<file path="config.mk">
export PLATFORM = sky130hd
export DESIGN_NAME = select_controller
export DESIGN_NICKNAME = d
export VERILOG_FILES = /design/src/rtl/select_controller_pkg.sv /design/src/rtl/button_debouncer.sv /design/src/rtl/select_controller.sv
export SDC_FILE = /design/constraint.sdc
export NUM_CORES = 1
export LEC_CHECK = 0
export BUFFER_PORTS_ARGS = -buffer_cell sky130_fd_sc_hd__buf_2
export CAP_MARGIN = 30
export CORE_MARGIN = 5
export CORE_UTILIZATION = 37
export DETAILED_ROUTE_END_ITERATION = 8
export PLACE_DENSITY = 0.52
export SLEW_MARGIN = 10
export SYNTH_ARGS = -nofsm -noshare
export SYNTH_HDL_FRONTEND = slang
export SYNTH_HIERARCHICAL = 1
export SYNTH_SLANG_ARGS = --single-unit
</file>
<file path="constraint.sdc">
create_clock -name clk -period 5.9 [get_ports clk]
set_clock_uncertainty 0.1 [all_clocks]
set_input_delay 1.18 -clock clk [delete_from_list [all_inputs] [get_ports clk]]
set_output_delay 1.18 -clock clk [all_outputs]
set_load 0.1 [all_outputs]
</file>
<file path="src/rtl/select_controller_pkg.sv">
// Shared types and constants for the select controller and its button debouncer.
package select_controller_pkg;

  typedef enum logic [1:0] {
    StReleased   = 2'd0,
    StPressChk   = 2'd1,
    StPressed    = 2'd2,
    StReleaseChk = 2'd3
  } db_state_e;

  localparam logic ModeManual = 1'b0;
  localparam logic ModeAuto   = 1'b1;

endpackage

</file>
<file path="src/rtl/button_debouncer.sv">
// Synchronises a raw pushbutton and debounces it; emits a one-cycle press pulse and the level.
module button_debouncer
  import select_controller_pkg::*;
#(
  parameter int unsigned DEBOUNCE_CYCLES = 1000000
) (
  input  logic clk,
  input  logic rst_n,
  input  logic btn,
  output logic press,
  output logic lvl
);

  localparam int unsigned CntW = $clog2(DEBOUNCE_CYCLES);
  localparam logic [CntW-1:0] CntMax = CntW'(DEBOUNCE_CYCLES - 1);

  logic            btn_meta, btn_s;
  db_state_e       state_q, state_d;
  logic [CntW-1:0] cnt_q, cnt_d;
  logic            lvl_q, lvl_d;

  always_ff @(posedge clk or negedge rst_n) begin
    if (!rst_n) begin
      btn_meta <= 1'b0;
      btn_s    <= 1'b0;
      state_q  <= StReleased;
      cnt_q    <= '0;
      lvl_q    <= 1'b0;
    end else begin
      btn_meta <= btn;
      btn_s    <= btn_meta;
      state_q  <= state_d;
      cnt_q    <= cnt_d;
      lvl_q    <= lvl_d;
    end
  end

  // Counter only advances while a candidate edge is being qualified.
  always_comb begin
    state_d = state_q;
    cnt_d   = cnt_q + CntW'(1);
    press   = 1'b0;
    unique case (state_q)
      StReleased: begin
        cnt_d = '0;
        if (btn_s) state_d = StPressChk;
      end
      StPressChk: begin
        if (!btn_s) begin
          state_d = StReleased;
          cnt_d   = '0;
        end else if (cnt_q == CntMax) begin
          state_d = StPressed;
          cnt_d   = '0;
          press   = 1'b1;
        end
      end
      StPressed: begin
        cnt_d = '0;
        if (!btn_s) state_d = StReleaseChk;
      end
      StReleaseChk: begin
        if (btn_s) begin
          state_d = StPressed;
          cnt_d   = '0;
        end else if (cnt_q == CntMax) begin
          state_d = StReleased;
          cnt_d   = '0;
        end
      end
      default: begin
        state_d = StReleased;
        cnt_d   = '0;
      end
    endcase
    lvl_d = (state_d == StPressed) || (state_d == StReleaseChk);
  end

  assign lvl = lvl_q;

endmodule

</file>
<file path="src/rtl/select_controller.sv">
// Drives the data selector's SEL: toggled by debounced presses in manual mode,
// or on a fixed period in auto mode.
module select_controller
  import select_controller_pkg::*;
#(
  parameter int unsigned DEBOUNCE_CYCLES = 1000000,
  parameter int unsigned AUTO_PERIOD     = 100000000,
  parameter logic        SEL_RESET       = 1'b0
) (
  input  logic clk,
  input  logic rst_n,
  input  logic btn,
  input  logic mode,
  output logic sel,
  output logic sel_chg,
  output logic btn_lvl
);

  localparam int unsigned PerW = $clog2(AUTO_PERIOD);
  localparam logic [PerW-1:0] PerMax = PerW'(AUTO_PERIOD - 1);

  logic            press;
  logic            mode_meta, mode_s;
  logic [PerW-1:0] per_q, per_d;
  logic            sel_q, sel_d;
  logic            sel_chg_q;
  logic            toggle;

  button_debouncer #(
    .DEBOUNCE_CYCLES(DEBOUNCE_CYCLES)
  ) u_debouncer (
    .clk  (clk),
    .rst_n(rst_n),
    .btn  (btn),
    .press(press),
    .lvl  (btn_lvl)
  );

  always_ff @(posedge clk or negedge rst_n) begin
    if (!rst_n) begin
      mode_meta <= 1'b0;
      mode_s    <= 1'b0;
      per_q     <= '0;
      sel_q     <= SEL_RESET;
      sel_chg_q <= 1'b0;
    end else begin
      mode_meta <= mode;
      mode_s    <= mode_meta;
      per_q     <= per_d;
      sel_q     <= sel_d;
      sel_chg_q <= toggle;
    end
  end

  // Timer is held at zero in manual mode so auto mode always starts a full period.
  always_comb begin
    toggle = 1'b0;
    per_d  = '0;
    if (mode_s == ModeAuto) begin
      if (per_q == PerMax) begin
        toggle = 1'b1;
      end else begin
        per_d = per_q + PerW'(1);
      end
    end else begin
      toggle = press;
    end
    sel_d = sel_q ^ toggle;
  end

  assign sel     = sel_q;
  assign sel_chg = sel_chg_q;

endmodule

</file>
**Word-level counts from Yosys, hierarchy flattened**

Index checks and enable logic that the tools add are counted.

- Muxes and demuxes: 18
- Add/subtract/negate cells: 2
- Reduce and logical (&&, ||, !) cells: 3
- Eq/ne operators: 7
- Bitwise logic cells: 1

Operator list:

| cell | count |
|---|---|
| $mux W20 | 3 |
| $pmux W20 S3 | 1 |
| $mux W27 | 2 |
| $add A27 B1 Y27 const B | 1 |
| $eq A27 B27 Y1 const B | 1 |
| $add A20 B1 Y20 const B | 1 |
| $eq A20 B20 Y1 const B | 1 |
| $mux W2 | 6 |
| $eq A2 B2 Y1 const B | 4 |
| $pmux W2 S4 | 1 |
| $mux W1 | 5 |
| $eq A2 B1 Y1 const B | 1 |
| $logic_not A2 Y1 | 1 |
| $reduce_or A2 Y1 | 1 |
| $logic_or A1 B1 Y1 | 1 |
| $xor A1 B1 Y1 | 1 |

- Bits in registers: 56

**Longest topological paths before layout**

Gate-level depths: netlist of the first run.

- Depth after elaboration: 6
- Gate-level depth with buffers: 8
- Mapped depth without buffers: 8

**Cells and area by module**

Netlist of the first run, hierarchy kept.

By module, submodules not included:

| module | instances | area each (µm²) | seq. area each (µm²) | cells each |
|---|---|---|---|---|
| select_controller | 1 | 1657.8 | 775.7 | 176 |
| button_debouncer | 1 | 1152.4 | 600.6 | 113 |

**Worst setup path before layout of the first run**

Ideal clock, no wire load.

- Kind: register to register
- From: register u_debouncer.cnt_q[8]
- To: register sel_q (netlist: sel)
- Cell stages (with the launch flop): 8
- Arrival: 2.270 ns
- Setup time: 0.132 ns
- Required time: 5.668 ns
- Setup slack: 3.398 ns
- Buffers on the path: 0
- Period minus slack after synthesis: 2.502 ns
- Cell sequence: dfrtp_1 > or4b_1 > or4_4 > or2_4 > nor3b_1 > nor3b_1 > a311oi_1 > nand3_1

- Cells in the longest elaborated chain, start to end: 6

RTL lines:

| item | RTL line | source |
|---|---|---|
| start, declared | button_debouncer.sv:19 | `logic [CntW-1:0] cnt_q, cnt_d;` |
| start signal, assigned | button_debouncer.sv:33 | `cnt_q <= cnt_d;` |
| $eq A20 B20 Y1 | button_debouncer.sv:52 | `end else if (cnt_q == CntMax) begin` |
| $mux W1 | button_debouncer.sv:52 |  |
| $mux W1 | button_debouncer.sv:49 | `if (!btn_s) begin` |
| $mux W1 | button_debouncer.sv:43 | `unique case (state_q)` |
| named net press | select_controller.sv:22 | `logic press;` |
| $mux W1 | select_controller.sv:59 | `if (mode_s == ModeAuto) begin` |
| $xor A1 B1 Y1 | select_controller.sv:68 | `sel_d = sel_q ^ toggle;` |
| named net sel_d | select_controller.sv:25 | `logic sel_q, sel_d;` |
| end signal, assigned | select_controller.sv:50 | `sel_q <= sel_d;` |
| end, declared | select_controller.sv:25 |  |

The timed path passes the listed nets, and every way through them passes these cells.

**Worst setup path after layout of the first run**

Same ends and word-level chain as after synthesis.

==> summary.txt, run 1 <==
Pwr
  • Cell Pwr Density: 215 nW/µm²
  • Pleak: 1.11 nW
  • Peak VDD IR: between 0.09 and 0.1 mV

Logic synthesis
  • Synth cell count leaders: 55 x dfrtp_1, 37 x nor2_1, 23 x xnor2_1, 16 x a21oi_1
  • Post-Syn Instances: just under 300
  • Seq/Total Area, Yosys: between 40% and 50%
  • Most common cell in the netlist: dfrtp_1
  • Largest cells by area after synthesis: dfrtp_1 49%, xnor2_1 7.2%, nor2_1 4.9%, nand4_1 3.3%, a21oi_1 2.8%
  • Distinct cells, synth: between 40 and 50
  • Area share of the largest cell type after synthesis: between 40% and 50%
  • Syn Nets: just under 300
  • Yosys reg bits: 55
  • Yosys warns: 6
  • Synthesized cell area: between 2000 and 3000 µm²
  • Largest area contributor in the netlist: dfrtp_1
  • Ys flop type: dfrtp_1
  • Synth Area per Inst: 9.72 µm²
  • Async SR Flop Fraction: 100%
  • Post-synth EDFFs: 0

Timing
  • Worst Max-Slew Pin Slew: a little under 0.8 ns
  • Max Fclk: approximately 380 MHz
  • Min Hold Slack: roughly 0.26 ns
  • Count of final setup violators: 0
  • RSZ-0062 raised after global routing: false
  • Final total negative setup slack: 0 ns
  • Final-report hold violation count: 0
  • Crit path time final: approximately 2.7 ns
  • Max Slew Vio Count: 0
  • Final period util: between 40 and 50%
  • Slew margin rel.: between 40 and 50%

Layout
  • Layout cells sized above 1: ~8%
  • Nets@finish: between 300 and 400
  • Multi-input logic area: 1350 µm²
  • Final core area utilization: 41.6%
  • Storage cell area: roughly 1400 µm²
  • Fillers: about 700
  • N_diodes: 0
  • Area growth, synth to finish: 8.41%

Clock network
  • Clk Latency, worst-skew pair: between 0.3 and 0.4 ns
  • Sinks on Clock Net: 55
  • Reg clk slew, reported paths: 0.10 ns
  • # H-tree levels: 2
  • Clock root cell: clkbuf_8
  • CTS tree: done
  • CTS Hold Bufs: 0
  • CTS Buffer Depth: 2
  • Post-CTS Resized: 0
  • Post-CTS setup buffer count: 0
  • CTS buffer count: 5

Place
  • Gp weighted congestion: 0.758
  • Dpl hpwl: between 3000 and 4000 µm
  • Buffers on Ports: 6

Worst setup path
  • Critical Path AT: around 2.8 ns
  • CP max FO: 6
  • Nature of the critical path startpoint: flip-flop
  • R2r startpoint: u_debouncer/cnt_q[8]
  • Worst setup path startpoint: u_debouncer/cnt_q[8]
  • Critical path class: reg2reg
  • CP Capture Type: flip-flop
  • Critical Path RT: around 6 ns

GRT
  • Total Routing Usage GR: between 10% and 20%
  • First-pass GRT wire length: 9890 µm
  • Initial antenna violation count: 0
  • Vias in the first global route: between 2000 and 2500
  • Gr ovfl total: 0
  • Largest net degree at the start of global routing: between 50 and 60

Floorplanning
  • Die X: 97.2 µm
  • Die Span Y: roughly 97 µm
  • Initial Util: between 30% and 40%
  • # rows: 31
  • Die ar.: 9440 µm²
  • Core box area: 7330 µm²
  • I/O Pins: 7

Routing
  • Avg WL per Cell: about 14 µm
  • DRT iter0 DRCs: 65
  • Vias per cell: around 5.4
  • Detailed-route DRC error count: 0
  • Total Routed Length: about 5600 µm
  • Via Count: about 2100
  • Routed Antenna Nets: 0
  • Pre-antenna DRT Iters: 4

Status
  • Outcome: finished clean

Hold path
  • Hold Crit Class: reg2reg
  • Hold wc startpoint: u_debouncer/btn_meta

Run
  • Max-capacitance violation count: 0
==> cells in the final DEF (no fill, tap or decap), types with 5 or more instances in the layout <==
cell type	Yosys	layout
dfrtp_1	55	55
nand4_1	15	15
or3_1	11	11
nor3_1	10	10
nor2_1	37	37
buf_2	2	6
clkbuf_8	0	5
nand3_1	15	15
xnor2_1	23	23
o21ai_0	9	9
or4_1	8	8
o31ai_1	5	5
a21oi_1	16	16
inv_1	11	11
nand2_1	12	12
nor4_1	8	8
==> worst max-delay path, cell delays in order, from the launching register on <==
cell and delay (ns):
dfrtp_1 0.45, or4b_1 0.54, or4_4 0.47, or2_4 0.29, nor3b_1 0.30, nor3b_1 0.09, a311oi_1 0.22, nand3_1 0.10
==> report_power, final <==
| group | internal [W] | total (W) | switching, W |
|---|---|---|---|
| Clock | 0.000128 | 0.000252 | 0.000123 |
| Combinational | 0.00000476 | 0.0000197 | 0.0000150 |
| Sequential | 0.000381 | 0.000385 | 0.00000417 |
| Total | 0.000514 | 0.000656 | 0.000143 |
==> cell type report <==
class,count,share of cell area (%)
multi-input cells,214,44.4
flip-flops and latches,55,45.2
repair buffers,7,1.23
clock inverters,2,1.27
inverters,12,1.48
clock buffers,6,2.38
well taps,99,4.07
==> through the flow <==
stage	cells	cell area (µm²)	worst slack [ns]	power (W)
after CTS	395	3050	3.22	0.000669
after detailed placement	387	2940	3.23	0.000413
final	395	3050	3.23	0.000656
after floorplan	289	2810	3.40	0.000401
after global placement	387	2940	3.28	0.000413
after global routing	395	3050	2.93	0.000685
==> kinds of logic (layout without fill, tap and decap cells) <==
logic type | after synthesis | in the layout | share of synthesized area [%]
xor gates and xnor gates | 25 | 25 | 7.79
adders and majority gates | 2 | 2 | 0.890
muxes | 1 | 1 | 0.534
and+or+nand+nor | 143 | 143 | 28.8
DFF | 55 | 55 | 49.0
AOI/OAI and AO/OA | 43 | 43 | 10.2
buffers and inverters | 20 | 27 | 2.89
==> worst paths after layout <==
check	cells past startpoint	end	slack (ns)
worst max-delay path	7	sel	3.23
worst min-delay path	0	u_debouncer/btn_s	0.26
worst max register to register	7	sel	3.23
worst min register to register	0	u_debouncer/btn_s	0.26
max in group asynchronous	2	u_debouncer/cnt_q[0]	4.33
min in group asynchronous	2	per_q[25]	0.88
==> state kept, by name, indices dropped and copies added, names as in the netlist <==
signal / cells
per_q: 27
u_debouncer/btn_meta: 1
u_debouncer/btn_s: 1
u_debouncer/cnt_q: 20
sel: 1
mode_s: 1
mode_meta: 1
u_debouncer/state_q: 1
sel_chg: 1
u_debouncer/lvl: 1
==> routing by layer <==
metal	track usage (%)	wire, µm
met1	17.2	2790
met2	20.3	2660
met3	2.37	175
met4	2.92	23
met5	0	0
Power figures use the tool's default switching activity.
==> run 2, diff against run 1 <==
- clock period: 5.9 -> 2.68 ns (I/O delays scaled with it)
==> run 2 against run 1 <==
- core utilization is 0.63 points higher
- final cell count is 2.3% higher
- via count is 1.5% higher
- cell area is 1.5% higher
==> summary.txt, run 2 (synthesis gave the netlist of run 1 again) <==
Layout
  • Multi-input logic area: 1360 µm² (+0.37%)
  • Storage cell area: 1380 µm² (unchanged)
  • Layout cells sized above 1: 11.1% (+3.0 points)
  • Max reg flops: 27 (unchanged)
  • Fillers: 722 (+1.5%)
  • Reg with most FFs: per_q
  • Nets@finish: 310 (+3.0%)
  • Commonest non-fill, non-tap cells in the layout: 55 x dfrtp_1, 37 x nor2_1, 23 x xnor2_1
  • Area growth, synth to finish: 10.1%
  • N_diodes: 0 (unchanged)
  • Biggest regs: per_q x27, u_debouncer/cnt_q x20
  • Most common cell after layout, fill and taps aside: dfrtp_1

Floorplanning
  • Die Span Y: 97.2 µm (unchanged)
  • Die X: 97.2 µm (unchanged)
  • Core box area: 7330 µm² (unchanged)
  • Die ar.: 9440 µm² (unchanged)
  • # rows: 31 (unchanged)
  • Initial Util: 38.3% (unchanged)
  • I/O Pins: 7 (unchanged)

Routing
  • Pre-antenna DRT Iters: 4 (unchanged)
  • Total Routed Length: 5830 µm (+3.2%)
  • Detailed-route DRC error count: 0 (unchanged)
  • Routed Antenna Nets: 0 (unchanged)
  • Avg WL per Cell: 14.4 µm (+0.89%)
  • Via Count: 2162 (+1.5%)
  • DRT iter0 DRCs: 104 (+60%)
  • Vias per cell: 5.35 (-0.81%)

Worst setup path
  • Nature of the critical path startpoint: flip-flop
  • CP max FO: 4 (-2)
  • Critical Path RT: 2.78 ns (-3.22 ns)
  • Critical Path AT: 2.62 ns (-0.14 ns)
  • Critical path class: reg2reg
  • CP Capture Type: flip-flop

Clock network
  • # H-tree levels: 2 (unchanged)
  • CTS Buffer Depth: 2 (unchanged)
  • CTS Hold Bufs: 0 (unchanged)
  • CTS tree: done
  • CTS buffer count: 5 (unchanged)
  • Sinks on Clock Net: 55 (unchanged)
  • Clock root cell: clkbuf_8
  • Reg clk slew, reported paths: 0.11 ns (about the same)
  • Clk Latency, worst-skew pair: 0.31 ns (about the same)

GRT
  • Vias in the first global route: 2168 (+7.3%)
  • Initial antenna violation count: 0 (unchanged)
  • First-pass GRT wire length: 10500 µm (+6.2%)
  • Gr ovfl total: 0 (unchanged)
  • Total Routing Usage GR: 13.3% (+0.75 points)
  • Largest net degree at the start of global routing: 25 (-55%)

Pwr
  • Pwr Total: 0.00135 W (+110%)
  • Peak VDD IR: 0.179 mV (+89%)
  • Cell Pwr Density: 437 nW/µm² (+100%)
  • Pleak: 1.14 nW (+2.5%)

Timing
  • Fin worst setup slack: 0.160 ns (-3.07 ns)
  • RSZ-0062 raised after global routing: false
  • Count of final setup violators: 0 (unchanged)
  • Final total negative setup slack: 0 ns (unchanged)
  • Max Fclk: 397 MHz (+5.8%)
  • Slew margin rel.: 61.0% (+13 points)
  • Worst Max-Slew Pin Slew: 0.579 ns (-0.199 ns)
  • Crit path time final: 2.52 ns (-0.146 ns)
  • Final-report hold violation count: 0 (unchanged)
  • Final period util: 94.0% (+49 points)
  • Max Slew Vio Count: 0 (unchanged)

Status
  • Outcome: finished clean

Hold path
  • Hold Crit Class: in2async

Place
  • Gp weighted congestion: 0.783 (+3.3%)
  • Pre-CTS setup slack: 0.0402 ns (-3.19 ns)
  • Dpl hpwl: 4250 µm (+8.1%)
  • Buffers on Ports: 6 (unchanged)

Run
  • Max-capacitance violation count: 0 (unchanged)
run 2: changes by cell type in the layout (fill, tap and decap cells not counted):
cell | previous run | this run
buf_4 | 1 | 10
bufinv_16 | 1 | 0
clkinv_2 | 0 | 1
clkinvlp_4 | 0 | 1
inv_6 | 1 | 0
nor3b_1 | 4 | 3
nor3b_2 | 0 | 1
run 2: metal layers:
layer  routed length [µm]  global-route usage, %  vias up  share of wire [%]
met3                  147                   2.73        7                2.5
met2                 2770                   21.7       25                 48
met5                    0                      0        -                  0
met1                 2820                   17.5     1052                 48
met4                   91                   4.21        0                1.6
li1                     -                      -     1078                  -
run 2: final timing paths:
check | depth (start not counted) | startpoint | slack (ns) | to
min in group clk | 1 | btn | 0.23 | u_debouncer/btn_meta
setup / recovery | 7 | u_debouncer/cnt_q[7] | 0.16 | sel
hold reg to reg | 0 | u_debouncer/btn_meta | 0.27 | u_debouncer/btn_s
setup reg to reg | 7 | u_debouncer/cnt_q[7] | 0.16 | sel
hold / removal | 1 | rst_n | 0.08 | per_q[20]
max in group asynchronous | 2 | rst_n | 1.75 | u_debouncer/cnt_q[6]
run 2: worst max-delay path, stage by stage, from the launching register on:
cell      delay (ns)
dfrtp_1         0.41
or4b_1          0.50
or4_4           0.47
or2_4           0.29
nor3b_2         0.22
nor3b_1         0.08
a311oi_1        0.24
nand3_1         0.10
run 2: cell type report:
class	instances	share of cell area (%)
Clock buffer	6	2.35
Clock inverter	2	0.405
Inverter	12	1.46
Multi-Input combinational cell	214	43.9
Sequential cell	55	44.5
Tap cell	99	4.00
Timing Repair Buffer	16	3.40
run 2: through the flow:
stage	instance area (µm²)	instances	util [%]	hold slack, ns
CTS	3090	404	42.1	0.0983
detailed placement	3000	396	41.0	0.256
global route	3090	404	42.2	0.123
global placement	3000	396	41.0	0.233
finish	3090	404	42.2	0.0820
floorplan	2810	289	-	0.140
run 2: power breakdown:
group          internal, W  total (W)  switching, W
clock             0.000184   0.000456      0.000272
combinational    0.0000134  0.0000477     0.0000344
sequential        0.000838   0.000848    0.00000995
total              0.00104    0.00135      0.000316
run 2: timing repair:
item / in CTS / in global routing
setup buffers: 0 / 0
setup endpoints to repair: 0 / 1
resized for setup: 0 / 1
==> run 3, diff against run 2 <==
- GPL_TIMING_DRIVEN: default -> 0
- SYNTH_HIERARCHICAL: 1 -> default
==> run 3 against run 2 <==
- non-clock buffer count fell by 4
- count of clock-buffer cells in the layout fell by 1
- flip-flop and latch count rose by 1
- first-iteration DRC count fell by 47%
- critical path depth fell by 2
- die area fell by 5.8%
- area after synthesis fell by 6.5%
==> summary.txt, run 3 <==
Status
  • Outcome: finished clean

Logic synthesis
  • Yosys warns: 0 (-6)
  • Syn Nets: 269 (-8.8%)
  • Largest area contributor in the netlist: dfrtp_1
  • Distinct cells, synth: 33 (-23%)
  • Synth Area per Inst: 10.0 µm² (+2.8%)
  • Synth cell count leaders: 56 x dfrtp_1, 51 x nor2_1, 26 x nand3_1, 24 x xor2_1, 16 x nand2_1
  • Seq/Total Area, Yosys: 53.3% (+4.3 points)
  • Ys flop type: dfrtp_1
  • Yosys reg bits: 56 (+1.8%)
  • Post-Syn Instances: 263 (-9.0%)
  • Post-synth EDFFs: 0 (unchanged)
  • Most common cell in the netlist: dfrtp_1
  • Async SR Flop Fraction: 100% (unchanged)
  • Synthesized cell area: 2630 µm² (-6.5%)
  • Area share of the largest cell type after synthesis: 53.3% (+4.3 points)
  • Largest cells by area after synthesis: dfrtp_1 53%, xor2_1 8.0%, nor2_1 7.3%, xnor2_1 5.0%, nand3_1 5.0%

Routing
  • Vias per cell: 4.77 (-11%)
  • Via Count: 1779 (-18%)
  • Detailed-route DRC error count: 0 (unchanged)
  • DRT iter0 DRCs: 55 (-47%)
  • Routed Antenna Nets: 0 (unchanged)
  • Pre-antenna DRT Iters: 4 (unchanged)
  • Avg WL per Cell: 12.9 µm (-11%)
  • Total Routed Length: 4800 µm (-18%)

Layout
  • Layout cells sized above 1: 8.66% (-2.5 points)
  • Commonest non-fill, non-tap cells in the layout: 56 x dfrtp_1, 51 x nor2_1, 26 x nand3_1
  • Max reg flops: 27 (unchanged)
  • Final Cell Area: 2880 µm² (-7.0%)
  • Nets@finish: 282 (-9.0%)
  • Area growth, synth to finish: 9.42%
  • Reg with most FFs: per_q
  • N_diodes: 0 (unchanged)
  • Most common cell after layout, fill and taps aside: dfrtp_1
  • Biggest regs: per_q x27, u_debouncer.cnt_q x20, u_debouncer.state_q x2

GRT
  • First-pass GRT wire length: 8470 µm (-19%)
  • Vias in the first global route: 1778 (-18%)
  • Total Routing Usage GR: 12.1% (-1.2 points)
  • Initial antenna violation count: 0 (unchanged)
  • Gr ovfl total: 0 (unchanged)
  • Largest net degree at the start of global routing: 57 (+130%)

Hold path
  • Hold Crit Class: in2async

Floorplanning
  • I/O Pins: 7 (unchanged)
  • Die ar.: 8890 µm² (-5.8%)
  • Die X: 94.3 µm (-2.9%)
  • Initial Util: 38.3% (-0.065 points)
  • # rows: 30 (-3.2%)
  • Core box area: 6870 µm² (-6.3%)
  • Die Span Y: 94.3 µm (-2.9%)

Worst setup path
  • Critical Path RT: 2.79 ns (about the same)
  • Critical Path AT: 2.41 ns (-0.21 ns)
  • Critical path class: reg2reg
  • End of the worst register-to-register path: per_q[20]
  • CP Capture Point: per_q[20]
  • Worst setup path startpoint: per_q[19]
  • Nature of the critical path startpoint: flip-flop
  • Register-to-Register Path Depth: 5 (-2)
  • R2r startpoint: per_q[19]
  • CP Capture Type: flip-flop
  • Flop2flop setup slack: 0.38 ns (+0.22 ns)
  • CP max FO: 10 (+6)

Pwr
  • Internal: 0.00106 W (+2.1%)
  • Sw Ratio: 24.6% (+1.2 points)
  • Gate power share: 3.3% (-0.2 points)
  • Pleak: 1.20 nW (+5.6%)
  • Clock power frac: 35.2% (+1.5 points)
  • Peak VDD IR: 0.219 mV (+22%)
  • Sequential share of power: 61.5% (-1.2 points)
  • Switching power: 0.000345 W (+9.1%)
  • Cell Pwr Density: 487 nW/µm² (+12%)

Clock network
  • Post-CTS Resized: 0 (unchanged)
  • # H-tree levels: 2 (unchanged)
  • Clock root cell: clkbuf_8
  • CTS Hold Bufs: 0 (unchanged)
  • CTS Buffer Depth: 2 (unchanged)
  • Reg clk slew, reported paths: 0.11 ns (about the same)
  • Sinks on Clock Net: 56 (+1.8%)
  • Clk Latency, worst-skew pair: 0.32 ns (about the same)
  • Post-CTS setup buffer count: 0 (unchanged)
  • CTS buffer count: 5 (unchanged)
  • CTS tree: done

Timing
  • Final total negative setup slack: 0 ns (unchanged)
  • Slew margin rel.: 48.5% (-12 points)
  • Final period util: 86.0% (-8.1 points)
  • Max Slew Vio Count: 0 (unchanged)
  • RSZ-0062 raised after global routing: false
  • Final-report hold violation count: 0 (unchanged)
  • Crit path time final: 2.30 ns (-0.216 ns)
  • Worst Max-Slew Pin Slew: 0.765 ns (+0.186 ns)
  • Max Fclk: 434 MHz (+9.4%)
  • Count of final setup violators: 0 (unchanged)

Run
  • Max-capacitance violation count: 0 (unchanged)

Place
  • Dpl hpwl: 3350 µm (-21%)
  • Buffers on Ports: 6 (unchanged)
  • Area after DPL: 2780 µm² (-7.4%)
  • Gp weighted congestion: 0.751 (-4.0%)
## run 3: cell types whose count changed in the layout (fill, tap and decap cells not counted), sizes merged, moves of 5 or more
cell   previous run  this run
xor2              2        24
buf              16        10
nand3            15        26
a21oi            16         5
or3              11         3
o21ai            10         5
xnor2            23        15
or2               5         0
nor2             37        51
nand4            17         8
## run 3: power by group through the flow
stage / combinational, W / clock [W] / sequential (W)
CTS: 0.0000491 / 0.000516 / 0.000863
floorplan: 0.0000225 / 0 / 0.000877
detailed placement: 0.0000490 / 0 / 0.000879
finish: 0.0000465 / 0.000493 / 0.000862
global placement: 0.0000487 / 0 / 0.000879
global route: 0.0000550 / 0.000553 / 0.000865
## run 3: kinds of logic after synthesis
kind of cell	Yosys count	share of synthesized area (%)
AND/OR/NAND/NOR	136	25.7
AO/OA/AOI/OAI	14	3.52
buffers and inverters	14	2.67
XOR/XNOR	39	13.0
adder cells (fa/ha/maj)	2	0.952
flip-flops	56	53.3
multiplexers	2	0.857
## run 3: how the worst min path moves through the flow
stage	startpoint	endpoint	slack, ns
CTS	rst_n	u_debouncer.cnt_q[3]	0.18
global route	btn	u_debouncer.btn_meta	0.19
global placement	u_debouncer.btn_meta	u_debouncer.btn_s	0.23
floorplan	rst_n	mode_meta	0.14
detailed placement	u_debouncer.btn_meta	u_debouncer.btn_s	0.24
finish	rst_n	u_debouncer.cnt_q[17]	0.15
## run 3: layout make-up
class	count	area [µm²]
Fill cell	684	3990
Timing Repair Buffer	6	32.5
Inverter	8	30.0
Sequential cell	56	1400
Buffer	6	40.0
Tap cell	96	120
Multi-Input combinational cell	193	1160
Clock inverter	3	26.3
Clock buffer	5	68.8
## run 3: critical path, stage by stage (launching register included)
cell and delay, ns:
dfrtp_1 0.43, or4_1 0.52, or4_4 0.57, o31ai_4 0.31, buf_6 0.20, nor2_1 0.06
## run 3: metal layers
layer  part of all wire, %  GRT usage [%]  up-vias
met5                     0              0        -
met4                   1.3           3.97        0
met3                   2.8           2.96        6
met2                    44           18.0       16
met1                    52           17.1      844
li1                      -              -      913
## run 3: through the flow
step                      setup WS [ns]  hold slack, ns  std cells  util (%)  power (W)
after floorplan                   0.543           0.140        263         -   0.000900
after global placement            0.398           0.233        365      40.5   0.000928
after detailed placement          0.396           0.238        365      40.5   0.000928
after CTS                         0.366           0.183        373      41.9    0.00143
after global routing              0.222           0.192        373      41.9    0.00147
final                             0.376           0.153        373      41.9    0.00140
